File: src/rtl/aes_key_sched_ctrl.sv
// aes_key_sched_ctrl
//   Sequential AES-128 key-schedule controller. A cipher key is accepted over a
//   valid/ready handshake, then one shared round datapath produces one round
//   key per cycle for NR cycles. Round keys 0..NR live in a register file that
//   the cipher core reads by round index through a registered read port.
//
// Ports
//   clk        : clock, all state on rising edge
//   rst        : asynchronous reset, active-high
//   key_valid  : cipher key offered
//   key        : cipher key, bits [127:96] = w0
//   key_ready  : controller can accept a key (IDLE or DONE)
//   busy       : expansion in progress
//   keys_valid : all round keys 0..NR for the current key are stored
//   done       : one-cycle pulse when expansion completes
//   rd_en      : round-key read request
//   rd_round   : round index to read
//   rd_data    : round key, registered
//   rd_vld     : rd_data valid, one cycle after an accepted rd_en
//   rd_err     : one-cycle pulse, slot not yet written or index > NR
//   zeroize    : (only with KEY_SCHED_ZEROIZE_EN) wipe storage, return to IDLE
//
// Build option
//   KEY_SCHED_ZEROIZE_EN : adds the zeroize input.

module aes_key_sched_ctrl #(
    parameter int unsigned NR = 10,
    parameter int unsigned KW = 128
) (
    input  logic          clk,
    input  logic          rst,
    input  logic          key_valid,
    input  logic [KW-1:0] key,
    output logic          key_ready,
    output logic          busy,
    output logic          keys_valid,
    output logic          done,
    input  logic          rd_en,
    input  logic [3:0]    rd_round,
    output logic [KW-1:0] rd_data,
    output logic          rd_vld,
    output logic          rd_err
`ifdef KEY_SCHED_ZEROIZE_EN
    ,
    input  logic          zeroize
`endif
);

    localparam logic [3:0] NR_L = 4'(NR);

    localparam logic [7:0] SBOX [256] = '{
        8'h63, 8'h7c, 8'h77, 8'h7b, 8'hf2, 8'h6b, 8'h6f, 8'hc5, 8'h30, 8'h01, 8'h67, 8'h2b, 8'hfe, 8'hd7, 8'hab, 8'h76,
        8'hca, 8'h82, 8'hc9, 8'h7d, 8'hfa, 8'h59, 8'h47, 8'hf0, 8'had, 8'hd4, 8'ha2, 8'haf, 8'h9c, 8'ha4, 8'h72, 8'hc0,
        8'hb7, 8'hfd, 8'h93, 8'h26, 8'h36, 8'h3f, 8'hf7, 8'hcc, 8'h34, 8'ha5, 8'he5, 8'hf1, 8'h71, 8'hd8, 8'h31, 8'h15,
        8'h04, 8'hc7, 8'h23, 8'hc3, 8'h18, 8'h96, 8'h05, 8'h9a, 8'h07, 8'h12, 8'h80, 8'he2, 8'heb, 8'h27, 8'hb2, 8'h75,
        8'h09, 8'h83, 8'h2c, 8'h1a, 8'h1b, 8'h6e, 8'h5a, 8'ha0, 8'h52, 8'h3b, 8'hd6, 8'hb3, 8'h29, 8'he3, 8'h2f, 8'h84,
        8'h53, 8'hd1, 8'h00, 8'hed, 8'h20, 8'hfc, 8'hb1, 8'h5b, 8'h6a, 8'hcb, 8'hbe, 8'h39, 8'h4a, 8'h4c, 8'h58, 8'hcf,
        8'hd0, 8'hef, 8'haa, 8'hfb, 8'h43, 8'h4d, 8'h33, 8'h85, 8'h45, 8'hf9, 8'h02, 8'h7f, 8'h50, 8'h3c, 8'h9f, 8'ha8,
        8'h51, 8'ha3, 8'h40, 8'h8f, 8'h92, 8'h9d, 8'h38, 8'hf5, 8'hbc, 8'hb6, 8'hda, 8'h21, 8'h10, 8'hff, 8'hf3, 8'hd2,
        8'hcd, 8'h0c, 8'h13, 8'hec, 8'h5f, 8'h97, 8'h44, 8'h17, 8'hc4, 8'ha7, 8'h7e, 8'h3d, 8'h64, 8'h5d, 8'h19, 8'h73,
        8'h60, 8'h81, 8'h4f, 8'hdc, 8'h22, 8'h2a, 8'h90, 8'h88, 8'h46, 8'hee, 8'hb8, 8'h14, 8'hde, 8'h5e, 8'h0b, 8'hdb,
        8'he0, 8'h32, 8'h3a, 8'h0a, 8'h49, 8'h06, 8'h24, 8'h5c, 8'hc2, 8'hd3, 8'hac, 8'h62, 8'h91, 8'h95, 8'he4, 8'h79,
        8'he7, 8'hc8, 8'h37, 8'h6d, 8'h8d, 8'hd5, 8'h4e, 8'ha9, 8'h6c, 8'h56, 8'hf4, 8'hea, 8'h65, 8'h7a, 8'hae, 8'h08,
        8'hba, 8'h78, 8'h25, 8'h2e, 8'h1c, 8'ha6, 8'hb4, 8'hc6, 8'he8, 8'hdd, 8'h74, 8'h1f, 8'h4b, 8'hbd, 8'h8b, 8'h8a,
        8'h70, 8'h3e, 8'hb5, 8'h66, 8'h48, 8'h03, 8'hf6, 8'h0e, 8'h61, 8'h35, 8'h57, 8'hb9, 8'h86, 8'hc1, 8'h1d, 8'h9e,
        8'he1, 8'hf8, 8'h98, 8'h11, 8'h69, 8'hd9, 8'h8e, 8'h94, 8'h9b, 8'h1e, 8'h87, 8'he9, 8'hce, 8'h55, 8'h28, 8'hdf,
        8'h8c, 8'ha1, 8'h89, 8'h0d, 8'hbf, 8'he6, 8'h42, 8'h68, 8'h41, 8'h99, 8'h2d, 8'h0f, 8'hb0, 8'h54, 8'hbb, 8'h16
    };

    typedef enum logic [1:0] {
        IDLE,
        EXPAND,
        DONE
    } state_t;

    state_t        state_q, state_d;
    logic [3:0]    r_q;        // index of the slot written by the next EXPAND edge
    logic [3:0]    wc_q;       // highest slot written for the current key
    logic          have_q;     // a key has been loaded since reset/zeroize
    logic [KW-1:0] wk_q;       // working register feeding the round datapath
    logic [KW-1:0] slots [0:NR];
    logic [KW-1:0] rk_next;
    logic          load, step, last_step, zero, rd_ok;

`ifdef KEY_SCHED_ZEROIZE_EN
    assign zero = zeroize;
`else
    assign zero = 1'b0;
`endif

    function automatic logic [7:0] rcon(input logic [3:0] r);
        case (r)
            4'd1:    return 8'h01;
            4'd2:    return 8'h02;
            4'd3:    return 8'h04;
            4'd4:    return 8'h08;
            4'd5:    return 8'h10;
            4'd6:    return 8'h20;
            4'd7:    return 8'h40;
            4'd8:    return 8'h80;
            4'd9:    return 8'h1b;
            4'd10:   return 8'h36;
            default: return 8'h00;
        endcase
    endfunction

    // One key-expansion round from the working register.
    always_comb begin
        logic [31:0] w0, w1, w2, w3, tem, o0, o1, o2, o3;
        w0  = wk_q[127:96];
        w1  = wk_q[95:64];
        w2  = wk_q[63:32];
        w3  = wk_q[31:0];
        tem = {SBOX[w3[23:16]], SBOX[w3[15:8]], SBOX[w3[7:0]], SBOX[w3[31:24]]};
        o0  = w0 ^ tem ^ {rcon(r_q), 24'h0};
        o1  = o0 ^ w1;
        o2  = o1 ^ w2;
        o3  = o2 ^ w3;
        rk_next = {o0, o1, o2, o3};
    end

    always_comb begin
        state_d   = state_q;
        key_ready = (state_q != EXPAND);
        busy      = (state_q == EXPAND);
        load      = 1'b0;
        step      = 1'b0;
        last_step = 1'b0;
        case (state_q)
            IDLE, DONE: begin
                load = key_valid;
                if (key_valid) state_d = EXPAND;
            end
            EXPAND: begin
                step = 1'b1;
                if (r_q == NR_L) begin
                    last_step = 1'b1;
                    state_d   = DONE;
                end
            end
            default: state_d = IDLE;
        endcase
        if (zero) state_d = IDLE;
    end

    always_ff @(posedge clk or posedge rst) begin
        if (rst) state_q <= IDLE;
        else     state_q <= state_d;
    end

    // Slot 0 is rejected on a load edge because it is being overwritten;
    // during EXPAND the slot being written is always above wc_q.
    assign rd_ok = rd_en && have_q && (rd_round <= NR_L) && (rd_round <= wc_q)
                   && !(load && (rd_round == 4'd0));

    always_ff @(posedge clk or posedge rst) begin
        if (rst) begin
            r_q        <= 4'd0;
            wc_q       <= 4'd0;
            have_q     <= 1'b0;
            keys_valid <= 1'b0;
            done       <= 1'b0;
            rd_data    <= '0;
            rd_vld     <= 1'b0;
            rd_err     <= 1'b0;
        end else begin
            done   <= 1'b0;
            rd_vld <= rd_ok;
            rd_err <= rd_en && !rd_ok;
            if (rd_ok) rd_data <= slots[rd_round];
            if (zero) begin
                wc_q       <= 4'd0;
                have_q     <= 1'b0;
                keys_valid <= 1'b0;
                rd_data    <= '0;
                rd_vld     <= 1'b0;
                rd_err     <= rd_en;
            end else if (load) begin
                r_q        <= 4'd1;
                wc_q       <= 4'd0;
                have_q     <= 1'b1;
                keys_valid <= 1'b0;
            end else if (step) begin
                wc_q <= r_q;
                r_q  <= r_q + 4'd1;
                if (last_step) begin
                    keys_valid <= 1'b1;
                    done       <= 1'b1;
                end
            end
        end
    end

    // Storage is deliberately not reset; validity is tracked by have_q/wc_q.
    always_ff @(posedge clk) begin
        if (zero) begin
            for (int unsigned i = 0; i <= NR; i++) slots[i] <= '0;
            wk_q <= '0;
        end else if (load) begin
            slots[0] <= key;
            wk_q     <= key;
        end else if (step) begin
            slots[r_q] <= rk_next;
            wk_q       <= rk_next;
        end
    end

endmodule
File: config.mk
export PLATFORM = sky130hd
export DESIGN_NAME = aes_key_sched_ctrl
export DESIGN_NICKNAME = d
export VERILOG_FILES = /design/src/rtl/aes_key_sched_ctrl.sv
export SDC_FILE = /design/constraint.sdc
export NUM_CORES = 2
export LEC_CHECK = 0
export BUFFER_PORTS_ARGS = -buffer_cell sky130_fd_sc_hd__buf_2
export CAP_MARGIN = 20
export CORE_ASPECT_RATIO = 0.9
export CORE_MARGIN = 2
export CORE_UTILIZATION = 59
export CTS_CLUSTER_SIZE = 24
export DETAILED_ROUTE_END_ITERATION = 8
export PLACE_DENSITY_LB_ADDON = 0.15
export SYNTH_ARGS = -nofsm -noshare
export SYNTH_HDL_FRONTEND = slang
export SYNTH_SLANG_ARGS = --single-unit
File: constraint.sdc
create_clock -name clk -period 18.05 [get_ports clk]
set_input_delay 0 -clock clk [delete_from_list [all_inputs] [get_ports clk]]
set_output_delay 0 -clock clk [all_outputs]
set_load 0.01 [all_outputs]
==> metrics.cfg <==
[run_status]
status = complete, no violations

[cells_and_area]
nets = 6674
fillers = 9873
multi_input_area_mm2 = 0.0296
areaGrowthSynthToFinish_pct = 12.3
drive_above_1_share_pct = 17.1
register_area_mm2 = 0.0497

[global_routing]
grt_pass1_vias = 54213
grt_pass1_wl_um = 379000
antenna_found_initial = 23
track_usage_pct = 37.0
grt_max_degree = 183
grt_overflow = 0

[placed_design]
hpwl_um = 165000
io_buffer_count = 269
routabilityCongestion = 1.02

[synth]
synth_edf_count = 1536
synth_compound_gate_area_share_pct = 11.2
synth_top_family_by_area = multiplexers
yosys.area_share.simple_pct = 8.66
synth_area_leaders = edfxtp_1 56%, mux4_2 8.9%, dfrtp_1 4.4%
synthMostInstantiatedCell = edfxtp_1
syn_nets = 6418
ys.flop_type = edfxtp_1
synthArstFlopShare_pct = 8.52
synth-xor-area-share_pct = 2.43
syn_area_mm2 = 0.0818
yosys_warnings = 0
ys_ff_latch = 1679
synth_common_cells = 1536 x edfxtp_1, 660 x nand2_1, 587 x o21ai_0
syn_avg_cell_area_um2 = 13.2
synth_fa_ha_area_share_pct = 1.07
yosysTopAreaCell = edfxtp_1
yosys.area.top_type_share_pct = 56.4
muxShareOfSynthArea_pct = 12.8
synth_cells = 6212
ys_seq_area_share_pct = 60.8
netlist-cell-type-count = 92

[worst_setup_path]
critPathLaunchType = flip-flop
cpMaxStageDelayCell = edfxtp_1
required_ns = 18.48
end_kind = flip-flop
slowest_delay_ns = 1.02
worstPathMaxFanout = 27
worstSetupPathType = flip-flop to flip-flop
crit_arrival_ns = 7.07
path_cells = inv_1, ha_1, nand2b_1, nand2_1, mux4_2, a21o_1, a2111oi_0, o211ai_1, xor2_1, xnor2_1, o21ai_0

[cts]
cts_root_buf = clkbuf_16
clk_latency_ns = 0.82
clk_transition_reported_paths_ns = 0.06
cts_made_buffers = 164
h-tree-depth = 4
cts_buffer_depth = 3
numClockSinks = 1679
cts_tree = done

[route]
routedWlPerCell_um = 31.3
postRouteAntennaNets = 0
drt_iter0_drc = 8626
drcViolationCount = 0
vias_per_cell = 6.80
dr.pass1.iters = 8
wirelength_um = 264000
num_vias = 57404

[timing]
fmax_mhz = 151
worst_clock_skew_ns = 0.0765
relSlewSlack_pct = 23.0
tightest_slew_ns = 1.15
final.period_utilization_pct = 36.8
setup_viol = 0
drv_slew = 0
fin_crit_ns = 6.64
hold_violations = 0
finalSetupTns_ns = 0
rsz0062_at_grt = false

[die]
rows = 129
die_y_um = 357
die_x_um = 396
dieArea_mm2 = 0.142
initial_core_util_pct = 59.5
coreArea_mm2 = 0.138
io_pins = 270

[min_path]
hold_path.class = input pin to flip-flop

[job]
cap_violations = 0

[critical path, delay by kind of cell (launching register included)]
kind,cells,cell delay [ns]
AOI/OAI and AO/OA,4,2.18
xor gates and xnor gates,2,0.56
adders and majority gates,1,0.93
buffers and inverters,1,0.43
DFF,1,1.02
muxes,1,0.51
and+or+nand+nor,2,0.59
[cells in the final DEF, fill, tap and decap left out, types with 17 or more instances in the layout]
cell,count
mux2i_1,289
a21o_1,18
dfrtp_1,143
a21oi_1,357
clkinv_2,21
dlygate4sd3_1,147
ha_1,70
clkinv_1,33
and2_1,30
clkbuf_16,165
xnor2_1,85
nor2_1,378
o311ai_0,55
nand3_1,68
nor3_1,92
xor2_1,62
a2111oi_0,19
a221oi_1,19
a31oi_1,55
o31ai_1,31
o311a_1,17
mux4_2,324
inv_1,52
o21ai_1,38
a211o_1,17
o21ai_0,556
clkbuf_1,43
edfxtp_1,1536
a211oi_1,61
a311oi_1,40
or2_2,26
buf_4,174
nor2b_1,91
nand2b_1,85
nand2_1,660
mux2_2,22
o211ai_1,38
or3_1,17
nand3b_1,17
buf_2,266
[path summary, 6_finish.rpt]
kind | start | end | slack (ns) | cells past startpoint
max in group asynchronous | rst | rd_data[99] | 16.05 | 5
hold / removal | key[103] | wk_q[103] | 0.04 | 4
setup / recovery | wk_q[8] | slots[5][19] | 11.41 | 11
min in group asynchronous | rst | rd_data[4] | 0.55 | 4
setup reg to reg | wk_q[8] | slots[5][19] | 11.41 | 11
hold reg to reg | have_q | have_q | 0.47 | 1
[registers in the layout, indices dropped and copies added (netlist names)]
register,cells
slots,1408
keys_valid,1
rd_err,1
wc_q,4
r_q,4
rd_data,128
done,1
wk_q,128
state_q,2
have_q,1
rd_vld,1
[cell families (layout without fill, tap and decap cells)]
kind of cell / count (synthesis) / count (layout)
flops: 1679 / 1679
simple gates: 1565 / 1565
compound gates: 1489 / 1489
mux: 635 / 635
buf+inv: 592 / 984
xor+xnor: 182 / 182
fa+ha+maj: 70 / 70
other cells: 0 / 7
[through the flow]
stage	utilization [%]	cells	cell area, um^2	hold slack [ns]	worst slack, ns
2_1_floorplan	-	6212	81800	0.0891	3.88
3_3_place_gp	61.6	7968	84800	0.224	11.93
3_5_place_dp	61.7	7971	84800	0.226	11.85
4_1_cts	66.7	8420	91700	0.000244	11.77
5_1_grt	66.8	8441	91900	0.0457	11.24
6_report	66.8	8445	91900	0.0437	11.41
[per-layer routing]
layer | vias up | global-route usage [%] | part of all wire, %
met4 | 26 | 14.4 | 4.4
met1 | 28938 | 54.3 | 40
met2 | 3553 | 53.7 | 43
met3 | 548 | 9.22 | 12
met5 | - | 0 | 0.067
li1 | 24339 | - | -
[final cells by class]
type / count / share of cell area, %
Antenna cell: 7 / 0.0191
Clock buffer: 214 / 4.76
Clock inverter: 88 / 1.14
Inverter: 63 / 0.274
Multi-Input combinational cell: 3941 / 32.2
Sequential cell: 1679 / 54.1
Tap cell: 1834 / 2.50
Timing Repair Buffer: 619 / 4.96
[timing repair]
item	in CTS	in global routing
gates resized for setup	0	0
hold buffers	147	0
buffers inserted	0	0
hold endpoints to repair	1411	0
Power is not shown: default switching activity piles up to over one toggle a cycle in this logic, so the estimate is an artifact.
